`src/rtl/relu_grad_gate_if.sv`:
```
// Handshake bundle for relu_grad_gate: forward mask channel, incoming gradient
// channel and outgoing gated-gradient channel. The slave modport is the gate
// itself; the master modport is whoever feeds it and drains its output.
interface relu_grad_gate_if #(
    parameter int DATA_W = 24,
    parameter int GRAD_W = 24
);
    // Forward channel: one pre-activation sample per accepted beat
    logic              fwd_valid;
    logic              fwd_ready;
    logic [DATA_W-1:0] fwd_in;

    // Incoming gradient channel
    logic              grad_in_valid;
    logic              grad_in_ready;
    logic [GRAD_W-1:0] grad_in;

    // Outgoing gated gradient channel
    logic              grad_out_valid;
    logic              grad_out_ready;
    logic [GRAD_W-1:0] grad_out;

    modport master (
        output fwd_valid,
        output fwd_in,
        input  fwd_ready,
        output grad_in_valid,
        output grad_in,
        input  grad_in_ready,
        input  grad_out_valid,
        input  grad_out,
        output grad_out_ready
    );

    modport slave (
        input  fwd_valid,
        input  fwd_in,
        output fwd_ready,
        input  grad_in_valid,
        input  grad_in,
        output grad_in_ready,
        output grad_out_valid,
        output grad_out,
        input  grad_out_ready
    );
endinterface

```
`src/rtl/relu_grad_gate.sv`:
```
// relu_grad_gate: backward companion of the forward rectifier.
// During the forward pass it records one mask bit per activation (1 = the
// rectifier passed it, i.e. the sample was non-negative) in a FIFO. During the
// backward pass it pops one mask bit per gradient and forwards either the
// gradient or a blocked value through a single output register.
//
// Build option: define RELU_LEAKY_GRAD_EN to turn blocked gradients into
// grad_in >>> LEAK_SHIFT instead of zero. Without it, blocked gradients are 0.
module relu_grad_gate #(
    parameter int DATA_W     = 24,
    parameter int GRAD_W     = 24,
    parameter int DEPTH      = 64,
    parameter int ADDR_W     = 6,
    parameter int LEAK_SHIFT = 3
) (
    input  logic                    clock,
    input  logic                    reset,
    input  logic                    i_flush,
    relu_grad_gate_if.slave         bus,
    output logic [ADDR_W:0]         o_mask_count,
    output logic                    o_overflow
);

    localparam logic [ADDR_W:0] FULL_COUNT = (ADDR_W + 1)'(DEPTH);

    // Elaboration-time sanity checks on the configuration
    if (DEPTH != (1 << ADDR_W)) begin : g_bad_depth
        $error("relu_grad_gate: DEPTH must equal 2**ADDR_W");
    end
    if (LEAK_SHIFT < 0 || LEAK_SHIFT >= GRAD_W) begin : g_bad_leak
        $error("relu_grad_gate: LEAK_SHIFT must lie in 0..GRAD_W-1");
    end

    // ------------------------------------------------------------------
    // State
    // ------------------------------------------------------------------
    logic              r_mask_mem [0:DEPTH-1];
    logic [ADDR_W-1:0] r_wr_ptr;
    logic [ADDR_W-1:0] r_rd_ptr;
    logic [ADDR_W:0]   r_count;
    logic              r_overflow;
    logic              r_out_valid;
    logic [GRAD_W-1:0] r_out_data;

    // ------------------------------------------------------------------
    // Combinational handshake and datapath
    // ------------------------------------------------------------------
    logic              w_full;
    logic              w_empty;
    logic              w_fwd_ready;
    logic              w_grad_in_ready;
    logic              w_push;
    logic              w_pop;
    logic              w_drop;
    logic              w_new_mask;
    logic              w_rd_mask;
    logic [GRAD_W-1:0] w_blocked;
    logic [GRAD_W-1:0] w_gated;

    assign w_full  = (r_count == FULL_COUNT);
    assign w_empty = (r_count == '0);

    // No pass-through when full: readiness depends only on stored count.
    assign w_fwd_ready = !w_full;

    // A pop needs a stored mask and room in the output register. A push in the
    // same cycle as an empty FIFO is not visible until the next cycle.
    assign w_grad_in_ready = !w_empty && (!r_out_valid || bus.grad_out_ready);

    assign w_push = bus.fwd_valid && w_fwd_ready;
    assign w_pop  = bus.grad_in_valid && w_grad_in_ready;
    assign w_drop = bus.fwd_valid && !w_fwd_ready;

    // Zero counts as non-negative and is passed by the forward stage.
    assign w_new_mask = ~bus.fwd_in[DATA_W-1];
    assign w_rd_mask  = r_mask_mem[r_rd_ptr];

`ifdef RELU_LEAKY_GRAD_EN
    // Arithmetic shift keeps the sign and rounds toward minus infinity.
    assign w_blocked = $signed(bus.grad_in) >>> LEAK_SHIFT;
`else
    assign w_blocked = '0;
`endif

    // Select the gated gradient for the output register
    always_comb begin
        // NOTE: every output of an always_comb gets a value on every path; the
        // default first keeps the block free of inferred latches.
        w_gated = w_blocked;
        if (w_rd_mask) begin
            w_gated = bus.grad_in;
        end
    end

    // ------------------------------------------------------------------
    // Mask storage
    // ------------------------------------------------------------------

    // Write the mask of each accepted forward sample at the write pointer
    always_ff @(posedge clock) begin
        // NOTE: the mask array has no reset; its contents only matter once
        // r_count says an entry is valid, and that count is reset.
        if (w_push && !i_flush) begin
            r_mask_mem[r_wr_ptr] <= w_new_mask;
        end
    end

    // Advance the write pointer on every accepted push; flush rewinds it
    always_ff @(posedge clock or negedge reset) begin
        // NOTE: sequential state is assigned with <= so every register in the
        // design samples the pre-edge values, independent of statement order.
        if (!reset) begin
            r_wr_ptr <= '0;
        end else if (i_flush) begin
            r_wr_ptr <= '0;
        end else if (w_push) begin
            r_wr_ptr <= r_wr_ptr + 1'b1;
        end
    end

    // Advance the read pointer on every accepted gradient; flush rewinds it
    always_ff @(posedge clock or negedge reset) begin
        if (!reset) begin
            r_rd_ptr <= '0;
        end else if (i_flush) begin
            r_rd_ptr <= '0;
        end else if (w_pop) begin
            r_rd_ptr <= r_rd_ptr + 1'b1;
        end
    end

    // Track occupancy; a simultaneous push and pop leaves it unchanged
    always_ff @(posedge clock or negedge reset) begin
        if (!reset) begin
            r_count <= '0;
        end else if (i_flush) begin
            r_count <= '0;
        end else begin
            unique case ({w_push, w_pop})
                2'b10:   r_count <= r_count + 1'b1;
                2'b01:   r_count <= r_count - 1'b1;
                default: r_count <= r_count;
            endcase
        end
    end

    // Sticky record of a forward sample that arrived while the FIFO was full
    always_ff @(posedge clock or negedge reset) begin
        if (!reset) begin
            r_overflow <= 1'b0;
        end else if (i_flush) begin
            r_overflow <= 1'b0;
        end else if (w_drop) begin
            r_overflow <= 1'b1;
        end
    end

    // ------------------------------------------------------------------
    // Output register
    // ------------------------------------------------------------------

    // Output valid: set by a pop, held under backpressure, cleared once taken
    always_ff @(posedge clock or negedge reset) begin
        if (!reset) begin
            r_out_valid <= 1'b0;
        end else if (i_flush) begin
            r_out_valid <= 1'b0;
        end else if (w_pop) begin
            r_out_valid <= 1'b1;
        end else if (bus.grad_out_ready) begin
            r_out_valid <= 1'b0;
        end
    end

    // Output data: loaded on a pop, otherwise holds (flush keeps the last value)
    always_ff @(posedge clock or negedge reset) begin
        if (!reset) begin
            r_out_data <= '0;
        end else if (!i_flush && w_pop) begin
            r_out_data <= w_gated;
        end
    end

    // ------------------------------------------------------------------
    // Outputs
    // ------------------------------------------------------------------
    assign bus.fwd_ready      = w_fwd_ready;
    assign bus.grad_in_ready  = w_grad_in_ready;
    assign bus.grad_out_valid = r_out_valid;
    assign bus.grad_out       = r_out_data;
    assign o_mask_count       = r_count;
    assign o_overflow         = r_overflow;

`ifndef SYNTHESIS
    // Occupancy never exceeds the depth and always matches the pointer distance
    always_ff @(posedge clock) begin
        if (reset) begin
            assert (r_count <= FULL_COUNT);
            assert ((r_wr_ptr - r_rd_ptr) == r_count[ADDR_W-1:0]);
        end
    end
`endif

endmodule

```
`src/flat_wrapper.sv`:
```
// flat-port wrapper written by rule: the top's interface ports become plain ports
module relu_grad_gate_flat 
#(
    parameter int DATA_W     = 24,
    parameter int GRAD_W     = 24,
    parameter int DEPTH      = 64,
    parameter int ADDR_W     = 6,
    parameter int LEAK_SHIFT = 3
)
  (clock, reset, i_flush, o_mask_count, o_overflow, bus_fwd_valid, bus_fwd_in, bus_fwd_ready, bus_grad_in_valid, bus_grad_in, bus_grad_in_ready, bus_grad_out_valid, bus_grad_out, bus_grad_out_ready);
  relu_grad_gate_if #(.DATA_W(DATA_W), .GRAD_W(GRAD_W)) bus_i ();
  input  logic clock;
  input  logic reset;
  input  logic i_flush;
  output logic [ADDR_W:0] o_mask_count;
  output logic o_overflow;
  input wire logic [$bits(bus_i.fwd_valid)-1:0] bus_fwd_valid;
  input wire logic [$bits(bus_i.fwd_in)-1:0] bus_fwd_in;
  output wire logic [$bits(bus_i.fwd_ready)-1:0] bus_fwd_ready;
  input wire logic [$bits(bus_i.grad_in_valid)-1:0] bus_grad_in_valid;
  input wire logic [$bits(bus_i.grad_in)-1:0] bus_grad_in;
  output wire logic [$bits(bus_i.grad_in_ready)-1:0] bus_grad_in_ready;
  output wire logic [$bits(bus_i.grad_out_valid)-1:0] bus_grad_out_valid;
  output wire logic [$bits(bus_i.grad_out)-1:0] bus_grad_out;
  input wire logic [$bits(bus_i.grad_out_ready)-1:0] bus_grad_out_ready;
  assign bus_i.fwd_valid = bus_fwd_valid;
  assign bus_i.fwd_in = bus_fwd_in;
  assign bus_fwd_ready = bus_i.fwd_ready;
  assign bus_i.grad_in_valid = bus_grad_in_valid;
  assign bus_i.grad_in = bus_grad_in;
  assign bus_grad_in_ready = bus_i.grad_in_ready;
  assign bus_grad_out_valid = bus_i.grad_out_valid;
  assign bus_grad_out = bus_i.grad_out;
  assign bus_i.grad_out_ready = bus_grad_out_ready;
  relu_grad_gate #(.DATA_W(DATA_W), .GRAD_W(GRAD_W), .DEPTH(DEPTH), .ADDR_W(ADDR_W), .LEAK_SHIFT(LEAK_SHIFT)) u_core (.clock(clock), .reset(reset), .i_flush(i_flush), .bus(bus_i), .o_mask_count(o_mask_count), .o_overflow(o_overflow));
endmodule
```
`config.mk`:
```
export PLATFORM = sky130hd
export DESIGN_NAME = relu_grad_gate_flat
export DESIGN_NICKNAME = d
export VERILOG_FILES = /design/src/rtl/relu_grad_gate_if.sv /design/src/rtl/relu_grad_gate.sv /design/src/flat_wrapper.sv
export SDC_FILE = /design/constraint.sdc
export NUM_CORES = 1
export LEC_CHECK = 0
export CORE_MARGIN = 2
export CORE_UTILIZATION = 53
export DETAILED_ROUTE_END_ITERATION = 12
export GPL_ROUTABILITY_DRIVEN = 0
export PLACE_DENSITY = 0.81
export SLEW_MARGIN = 10
export SYNTH_ARGS = -nofsm -noshare
export SYNTH_HDL_FRONTEND = slang
export SYNTH_SLANG_ARGS = --single-unit
```
`constraint.sdc`:
```
create_clock -name clock -period 3.9 [get_ports clock]
set_clock_uncertainty 0.15 [all_clocks]
set_input_delay 0.975 -clock clock [delete_from_list [all_inputs] [get_ports clock]]
set_output_delay 0.975 -clock clock [all_outputs]
set_load 0.02 [all_outputs]
```
### Yosys cells after proc, flatten, opt, wreduce, memory -nomap -nowiden

Memory sizes are Yosys's and may differ from the RTL's.
Index checks and enable logic that the tools add are counted.

* add/subtract/negate cells: 4
* reduce and logical (&&, ||, !) cells: 17
* equality and inequality tests: 3
* multiplexer cells: 14
* bitwise operators: 1

Operators with widths (count)
* 24-bit 2-to-1 mux: 1
* 6-bit 2-to-1 mux: 4
* 7-bit case mux with 2 select lines: 1
* 6-bit by 1-bit adder with 6-bit output, second input constant: 2
* 7-bit by 1-bit adder with 7-bit output, second input constant: 1
* 7-bit equality test, second input constant: 1
* 7-bit zero test: 1
* 1-bit 2-to-1 mux: 7
* 7-bit 2-to-1 mux: 1
* 7-bit by 1-bit subtractor with 7-bit output, second input constant: 1
* 1-bit logical AND: 6
* 2-bit nonzero test: 3
* 3-bit nonzero test: 2
* 1-bit zero test: 4
* 2-bit by 1-bit equality test with 1-bit output, second input constant: 1
* 2-bit equality test, second input constant: 1
* 1-bit logical OR: 1
* 1-bit NOT: 1

* RAM bits: 64
* register bits after elaboration: 45
* input bits: 54
* memories: 1

Memories
* u_core.r_mask_mem: words 64, bits a word 1, rd ports 1, clocked after Yosys merged registers in 0, write ports 1, line relu_grad_gate.sv:37 `logic r_mask_mem [0:DEPTH-1];`

### Longest topological paths before layout

Gate-level depths: netlist (run 1).

* word-level depth: 7
* gate-level depth with buffers: 11
* mapped depth without buffers: 10

### Least setup slack after synthesis (run 1)

OpenSTA, ideal clock, no wires.

* path type: register -> register
* from: register u_core.r_count[3], in the netlist u_core.o_mask_count[3]
* to: register u_core.r_count[6], in the netlist u_core.o_mask_count[6]
* stages on the path, launching flop included: 12
* arrival: 2948 ps
* path buffers: 1
* setup time: 136 ps
* clock period less this slack: 3234 ps
* slack: 666 ps
* path through: dfrtp_1 -> buf_6 -> or4_4 -> o311ai_2 -> nor2_1 -> xor2_1 -> ha_1 -> nor3_1 -> nand2_1 -> a2111oi_0 -> o21a_1 -> nor3_1

* cells in the longest elaborated chain, start to end: 7

Ends and longest elaborated chain
* from (decl): line relu_grad_gate.sv:40 `logic [ADDR_W:0] r_count;`
* from (signal assigned): line relu_grad_gate.sv:140 `2'b10: r_count <= r_count + 1'b1;`
* from (signal assigned): line relu_grad_gate.sv:141 `2'b01: r_count <= r_count - 1'b1;`
* from (signal assigned): line relu_grad_gate.sv:142 `default: r_count <= r_count;`
* parallel branches: the longest is 7 deep, another holds 7-bit by 1-bit subtractor with 7-bit output

Parallel ways; which one is timed is not known.
A chain may end at the register's enable or synchronous reset.

### Worst setup path after layout (run 1)

* from: input bus_grad_out_ready
* to: output bus_grad_in_ready

* cells in the longest elaborated chain, start to end: 2

Ends and longest elaborated chain
* from (decl): line flat_wrapper.sv:25 `input wire logic [$bits(bus_i.grad_out_ready)-1:0] bus_grad_out_ready;`
* 1-bit logical OR: line relu_grad_gate.sv:68 `assign w_grad_in_ready = !w_empty && (!r_out_valid || bus.grad_out_ready);`
* 1-bit logical AND: line relu_grad_gate.sv:68
* to (decl): line flat_wrapper.sv:22 `output wire logic [$bits(bus_i.grad_in_ready)-1:0] bus_grad_in_ready;`

No other way between the ends.

==> results by stage, run 1 <==
Layout:
- The commonest non-fill, non-tap cell in the layout is nor2_1.
- Of the cells placed in the final design, the portion with a size suffix greater than 1 is 10.1%.
- The repair_antennas step left the layout with diodes totalling 0.
- In the layout the commonest cells are 86 x nor2_1, 64 x nand2_1, 64 x clkdlybuf4s50_1, 64 x edfxtp_1, 45 x dfrtp_1.
- The layout overhead on the synthesized area is 17.7%.
- Fill cells in the final layout number 705.
- The number of nets in the finished design is 560.

Critical path:
- The length in cells of the worst reg-to-reg path is 10.
- The worst register-to-register path ends at u_core.o_mask_count[6]$_DFFE_PN0P_.
- The worst endpoint required time is 2770 ps.
- The critical path launch point is bus_grad_out_ready.
- The highest fanout seen on the critical path is 5.
- The most critical setup path has its endpoint at bus_grad_in_ready.
- The startpoint-to-endpoint class of the critical path is in -> out.
- The data arrival time at the worst-slack endpoint is ~2400 ps.
- The slack of the worst reg-to-reg path is between 500 and 600 ps.
- The source of the worst register-to-register timing path is u_core.o_mask_count[3]$_DFFE_PN0P_.
- STA classifies the critical path startpoint as an input pin.
- The nature of the critical path endpoint is an output pin.

Floorplanning:
- The starting utilization of the core area is a little under three fifths.
- Row generation in the floorplan step produced 35 rows.
- The die outline area is 10500 um2.
- 89 I/O pins were placed.
- The chip width is 103 um.
- The core area is 9330 um2.
- The die outline height is 103 um.

Clock tree:
- The number of levels in the clock H-tree is 3.
- The quantity of gates resized following cts is 0.
- The count of hold buffers inserted by post-cts repair is 0.
- The CTS tree is yes.
- The root buffer cell chosen for the clock tree is clkbuf_8.
- The number of setup buffers added after CTS is 0.
- Clock-pin slew was measured on the worst setup and hold paths at between 100 and 150 ps.
- The maximum buffer depth of the clock tree is 2.
- The clock latency at the later pin of the worst-skew pair is 380 ps.
- The clock net in this run drives a total of 109 sinks.
- TritonCTS created 9 clock buffers.

Timing:
- The maximum clock rate is 283 MHz.
- The number of max-slew violations in the final report was 0.
- The number of endpoints with negative hold slack in the final report is 0.
- The slew at the pin closest to its max-slew limit is approximately 980 ps.
- The final cycle utilization of the critical path is 90.6%.
- Setup violations remaining at the end of the flow were counted as 0.
- In the final timing run, aggregate negative setup slack is 0 ps.
- Setup repair after global routing left no endpoint under its margin.
- Setup slack closes at around 370 ps.
- The worst slew margin relative to its limit is around a third.
- The routed design could run at a clock period as short as approximately 3500 ps.

Route:
- In the routed layout, each cell is associated on average with a via count of 5.79.
- The detailed router finished its first iteration with 285 violations.
- The number of antenna-violating nets in the routed design is 0.
- The final routed wirelength across all metal layers is around 11 mm.
- The via count is approximately 3700.
- The length of the first detailed-routing pass in iterations is 5.
- The residual DRC count is 0.
- The wire length per cell is 17.4 um.

Global route:
- The via count of the first global-routing pass is 3462.
- The first-pass GRT wire length is 17.5 mm.
- The remaining global-route overflow is 0.
- The total routing resource utilization after global routing is 21.9%.
- The number of antenna violations at the first check in global routing is 0.
- Entering global routing, the biggest net connects 65 pins.

Yosys:
- The cell area that synthesis handed to floorplanning was between 5000 and 6000 um2.
- The number of nets in the synthesized netlist is 505.
- In the synthesized netlist the dominant register cell turns out to be edfxtp_1.
- Of all flip-flops after synthesis, the portion carrying an async set or reset was 41.3%.
- The mean post-synth cell area is 11.5 um2.
- Yosys mapped a number of flops with a built-in enable equal to 64.
- The number of cells produced by synthesis is approximately 450.
- The sequential-to-total area share from yosys stat is between 50% and 60%.
- The distinct cell type count of the synthesized netlist is 52.
- Yosys printed 0 warnings.
- The post-synthesis register bit count is 109.

Placement:
- During placement, the flow inserted port buffers numbering 65.
- The setup slack at placement is 143 ps.
- The detailed placement HPWL is 7.32 mm.

Power and ir drop:
- In this run the power density over the cells is 627 nW/um2.
- IR analysis of the VDD net gives a maximum drop of 0.374 mV.
- The analysis attributes to cell leakage a power of 2.15 nW.
- Total power for the finished layout comes to 0.00381 W.

Worst hold path:
- The worst hold path passes through 2 cells.
- The worst hold path belongs to the class reg -> reg.

Status:
- The run finished with clean final reports.

Run:
- The total of max-cap violations is 0.
[flip-flops by register name, indices dropped and copies added (netlist names)]
name,flops
u_core.r_mask_mem,64
u_core.bus.grad_out,24
u_core.o_mask_count,7
u_core.r_rd_ptr,6
u_core.r_wr_ptr,6
u_core.bus.grad_out_valid,1
u_core.o_overflow,1
[power by group]
part	internal [W]	switching, W
logic	0.000737	0.000842
clock network	0.000248	0.000414
registers	0.00139	0.000169
total	0.00238	0.00143
[worst max-delay path, cell delays in order]
cell	delay (ps)
clkdlybuf4s50_1	450
nand2b_1	210
o31a_1	180
clkdlybuf4s50_1	600
[metal layers]
metal | routed length (um) | GRT usage, %
met1 | 4460 | 29.7
met2 | 5710 | 36.0
met3 | 657 | 3.59
met4 | 204 | 7.90
met5 | 0 | 0
[how the worst min path moves through the flow]
stage | slack (ps) | endpoint | from
after global placement | 310 | u_core.bus.grad_out[22]$_DFFE_PN0P_ | u_core.bus.grad_out[22]$_DFFE_PN0P_
after floorplan | 420 | u_core.r_wr_ptr[2]$_DFFE_PN0P_ | u_core.r_wr_ptr[2]$_DFFE_PN0P_
after CTS | 340 | u_core.bus.grad_out[19]$_DFFE_PN0P_ | u_core.bus.grad_out[19]$_DFFE_PN0P_
final | 340 | u_core.bus.grad_out[14]$_DFFE_PN0P_ | u_core.bus.grad_out[14]$_DFFE_PN0P_
after global routing | 360 | u_core.bus.grad_out[17]$_DFFE_PN0P_ | u_core.bus.grad_out[17]$_DFFE_PN0P_
after detailed placement | 310 | u_core.bus.grad_out[19]$_DFFE_PN0P_ | u_core.bus.grad_out[19]$_DFFE_PN0P_
[layout make-up]
cell class	count	area [um2]	area share (%)
inverters	3	11.3	0.186
repair buffers	74	713	11.8
clock inverters	7	66.3	1.09
flip-flops and latches	109	3050	50.2
clock buffers	9	124	2.04
multi-input cells	305	1940	32.0
well taps	129	161	2.66
[cell usage after synthesis, types with 2 or more instances]
cell type | count | area share, %
mux2_2 | 4 | 0.87
clkbuf_1 | 14 | 1.0
edfxtp_1 | 64 | 37
nand3b_1 | 2 | 0.29
xnor2_1 | 4 | 0.68
nor3_1 | 7 | 0.68
o211ai_1 | 2 | 0.29
nand4b_1 | 5 | 0.85
buf_1 | 5 | 0.36
buf_2 | 7 | 0.68
nand2b_1 | 7 | 0.85
inv_1 | 3 | 0.22
nand2_1 | 64 | 4.7
mux2i_1 | 5 | 0.97
xor2_1 | 8 | 1.4
nand4_1 | 5 | 0.61
ha_1 | 4 | 0.97
a21boi_0 | 3 | 0.44
or3_1 | 3 | 0.36
a22oi_1 | 3 | 0.44
and3_1 | 4 | 0.49
o21ai_1 | 2 | 0.19
nor2b_1 | 4 | 0.49
o31ai_1 | 24 | 3.5
a31oi_1 | 2 | 0.24
a2bb2oi_1 | 3 | 0.51
a32oi_2 | 2 | 0.63
nand3_1 | 11 | 1.1
and3b_1 | 3 | 0.51
nor2_1 | 86 | 6.3
buf_6 | 4 | 0.87
and2_1 | 3 | 0.36
or4_1 | 2 | 0.29
mux4_2 | 12 | 5.2
dfrtp_1 | 45 | 22
a21oi_1 | 4 | 0.39
or3b_2 | 2 | 0.34
[cell families (layout without fill, tap and decap cells)]
logic type | count (synthesis) | after routing | synth area share [%]
AOI/OAI and AO/OA | 57 | 57 | 8.93
DFF | 109 | 109 | 59.1
adders and majority gates | 4 | 4 | 0.971
and+or+nand+nor | 211 | 211 | 18.7
xor gates and xnor gates | 12 | 12 | 2.04
buffers and inverters | 33 | 93 | 3.16
muxes | 21 | 21 | 7.09
[metrics by stage]
| stage | hold WS [ps] | instances | utilization, % | cell area (um2) |
|---|---|---|---|---|
| 3_3_place_gp | 308 | 620 | 63.0 | 5880 |
| 3_5_place_dp | 315 | 620 | 63.0 | 5880 |
| 4_1_cts | 341 | 636 | 65.1 | 6070 |
| 6_report | 336 | 636 | 65.1 | 6070 |
| 2_1_floorplan | 419 | 447 | - | 5150 |
| 5_1_grt | 362 | 636 | 65.1 | 6070 |
Power figures use the tool's default switching activity.
==> run 2, diff against run 1 <==
--- a/config.mk
+++ b/config.mk
@@ -6,10 +6,10 @@
 export NUM_CORES = 1
 export LEC_CHECK = 0
 export CORE_MARGIN = 2
-export CORE_UTILIZATION = 53
+export CORE_UTILIZATION = 45
 export DETAILED_ROUTE_END_ITERATION = 12
 export GPL_ROUTABILITY_DRIVEN = 0
-export PLACE_DENSITY = 0.81
+export PLACE_DENSITY = 0.72
 export SLEW_MARGIN = 10
 export SYNTH_ARGS = -nofsm -noshare
 export SYNTH_HDL_FRONTEND = slang
==> results by stage, run 2 (same netlist as run 1, synthesis figures left out) <==
Route:
- The residual DRC count is 0 (unchanged).
- The via count is 3662 (was 3681).
- The vias per cell was 5.61 (was 5.79).
- The number of antenna-violating nets in the routed design is 0 (unchanged).
- The first-iteration detailed-routing DRC count is 294 (was 285).
- The wire length per cell was 16.8 um (was 17.4 um).
- The final routed wirelength across all metal layers was 10.9 mm (was 11.0 mm).
- The length of the first detailed-routing pass in iterations is 4 (was 5).

Layout:
- The ratio of cells with drive above 1 in the final layout is 10.6% (was 10.1%).
- The filler cell count is 981 (was 705).
- The number of diodes added for antenna fixing came to 0 (unchanged).
- Highest-count cells in the layout ignoring fill and taps: 86 x nor2_1, 64 x nand2_1, 64 x clkdlybuf4s50_1, 64 x edfxtp_1, 45 x dfrtp_1 (unchanged).
- The top register by number of flip-flops was u_core.r_mask_mem (unchanged).
- The flip-flop count of the largest register after layout is 64 (unchanged).
- The post-route standard cell area excluding fillers was 6200 um2 (was 6070 um2).
- The number of nets in the finished design is 564 (was 560).
- The layout overhead on the synthesized area was 20.3% (was 17.7%).
- The commonest non-fill, non-tap cell in the layout is nor2_1 (unchanged).

Global route:
- The number of antenna violations at the first check in global routing came to 0 (unchanged).
- The total routing resource utilization after global routing came to 18.6% (was 21.9%).
- The via count of the first global-routing pass came to 3635 (was 3462).
- The remaining global-route overflow is 0 (unchanged).
- The first-pass GRT wire length is 18.2 mm (was 17.5 mm).
- The maximum number of pins on one net before global-route repair is 65 (unchanged).

Run:
- The total of max-cap violations is 0 (unchanged).

Critical path:
- The worst endpoint required time was 2770 ps (about the same).
- The slack of the worst reg-to-reg path is 610 ps (was 550 ps).
- The delay of the slowest cell on the worst path is 600 ps (about the same).
- The nature of the critical path endpoint is an output pin (unchanged).
- The highest fanout seen on the critical path is 5 (unchanged).
- The number of cells on the critical path is 4 (unchanged).
- The end point of the critical path was bus_grad_in_ready (unchanged).
- The critical path launch point type is an input pin (unchanged).
- The family with the most delay on the worst path is buffers and inverters (unchanged).
- Critical path cell sequence: clkdlybuf4s50_1 -> nand2b_1 -> o31a_1 -> clkdlybuf4s50_1 (unchanged).
- The worst-path cell with the longest stage delay is clkdlybuf4s50_1 (unchanged).
- The number of buffer and inverter stages on the critical path came to 2 (unchanged).
- The critical path launch point is bus_grad_out_ready (unchanged).
- The reg-to-reg endpoint is u_core.o_mask_count[6]$_DFFE_PN0P_ (unchanged).
- The startpoint-to-endpoint class of the critical path is in -> out (unchanged).
- The length in cells of the worst reg-to-reg path is 10 (unchanged).
- The source of the worst register-to-register timing path is u_core.o_mask_count[3]$_DFFE_PN0P_ (unchanged).
- The data arrival time at the worst-slack endpoint is 2400 ps (was 2410 ps).
- The most used cell along the critical path is clkdlybuf4s50_1 (unchanged).

Power and ir drop:
- The maximum ir drop on the vdd rail is 0.476 mV (was 0.374 mV).
- The power density over the cells is 649 nW/um2 (was 627 nW/um2).
- The static leakage power is 2.20 nW (was 2.15 nW).

Status:
- Status: finished clean (unchanged).

Timing:
- The maximum clock rate is 284 MHz (was 283 MHz).
- The number of endpoints with negative hold slack in the final report is 0 (unchanged).
- Unrepaired setup endpoints after global routing: no (unchanged).
- The setup violation total in the final timing report is 0 (unchanged).
- The setup TNS after final layout is 0 ps (unchanged).
- The worst hold margin is 331 ps (was 336 ps).
- The final cycle utilization of the critical path came to 90.3% (was 90.6%).
- The shortest clock period the worst path allows after layout is 3520 ps (was 3530 ps).
- The slew at the pin closest to its max-slew limit is 999 ps (was 981 ps).
- The worst slew margin relative to its limit is 33.4% (was 34.6%).
- The number of max-slew violations in the final report is 0 (unchanged).

Clock tree:
- The CTS tree is yes (unchanged).
- The maximum buffer depth of the clock tree is 2 (unchanged).
- The number of CTS-inserted buffers is 9 (unchanged).
- The clock latency at the later pin of the worst-skew pair came to 350 ps (was 380 ps).
- The quantity of gates resized following cts is 0 (unchanged).
- The number of buffers inserted to repair setup after CTS was 0 (unchanged).
- The count of hold buffers inserted by post-cts repair is 0 (unchanged).
- The cell chosen for the clock root is clkbuf_16 (was clkbuf_8).
- The number of levels in the clock H-tree is 3 (unchanged).
- The clock transition at the register clock pins on the worst setup and hold paths after CTS is 70 ps (was 110 ps).
- The number of sinks driven by the clock tree is 109 (unchanged).

Placement:
- The detailed placement HPWL came to 7.14 mm (was 7.32 mm).
- The quantity of I/O buffers inserted on ports is 65 (unchanged).
- The post-place instance area was 5930 um2 (was 5880 um2).

Floorplanning:
- The number of cell rows was 39 (was 35).
- The starting utilization of the core area came to 45.5% (was 55.3%).
- The die outline height is 111 um (was 103 um).
- The top-level port count is 89 (unchanged).
- The chip width came to 111 um (was 103 um).
- The core area is 11300 um2 (was 9330 um2).
- The die outline area was 12300 um2 (was 10500 um2).

Worst hold path:
- The hold path startpoint is u_core.bus.grad_out[8]$_DFFE_PN0P_ (was u_core.bus.grad_out[14]$_DFFE_PN0P_).
- The worst min-delay path class is reg -> reg (unchanged).
==> run 2: cell count changes in the layout (fill, tap and decap cells not counted) <==
cell        previous run  this run
clkinvlp_4             0         1
clkinv_8               1         0
clkinv_4               1         2
buf_4                  9        13
inv_6                  3         1
clkbuf_1               0         1
clkinv_1               1         0
clkbuf_16              0         9
clkbuf_8               9         0
==> run 2: layout make-up <==
| type | instances | area [um2] | area share, % |
|---|---|---|---|
| Inverter | 3 | 11.3 | 0.182 |
| Clock buffer | 10 | 229 | 3.69 |
| Sequential cell | 109 | 3050 | 49.2 |
| Clock inverter | 5 | 45.0 | 0.727 |
| Multi-Input combinational cell | 305 | 1940 | 31.4 |
| Timing Repair Buffer | 78 | 743 | 12.0 |
| Tap cell | 143 | 179 | 2.89 |
==> run 2: worst min path at each step <==
stage | cells after the start | end | slack, ps
after floorplan | 2 | u_core.r_wr_ptr[2]$_DFFE_PN0P_ | 420
after global placement | 2 | u_core.bus.grad_out[8]$_DFFE_PN0P_ | 310
after detailed placement | 2 | u_core.bus.grad_out[8]$_DFFE_PN0P_ | 320
after CTS | 2 | u_core.bus.grad_out[8]$_DFFE_PN0P_ | 330
after global routing | 2 | u_core.bus.grad_out[11]$_DFFE_PN0P_ | 360
final | 2 | u_core.bus.grad_out[8]$_DFFE_PN0P_ | 330
==> run 2: worst register-to-register path, cell delays in order (launching register included) <==
cell and delay (ps):
dfrtp_1 490, or4_4 630, o311ai_2 260, nor2_1 110
xor2_1 160, ha_1 230, nor3_1 220, nand2_1 80
a2111oi_0 590, nor3_1 90, nor3_1 200
==> run 2: per-stage QoR <==
step	util (%)	setup WS (ps)	cells	total power, W
3_5_place_dp	52.3	227	638	0.00319
5_1_grt	54.8	239	653	0.00425
4_1_cts	54.8	371	653	0.00406
3_3_place_gp	52.3	300	638	0.00316
2_1_floorplan	-	666	447	0.00260
6_report	54.8	378	653	0.00402
==> run 2: power by group <==
group	internal [W]	switching, W
logic	0.000754	0.000846
registers	0.00140	0.000177
clock network	0.000439	0.000412
total	0.00259	0.00143
==> run 2: per-layer routing <==
metal	up-vias	global-route usage (%)	share of wire, %
met4	0	7.08	2.3
met1	1825	23.8	43
met2	81	31.2	50
met3	22	3.88	4.2
met5	-	0	0
li1	1734	-	-
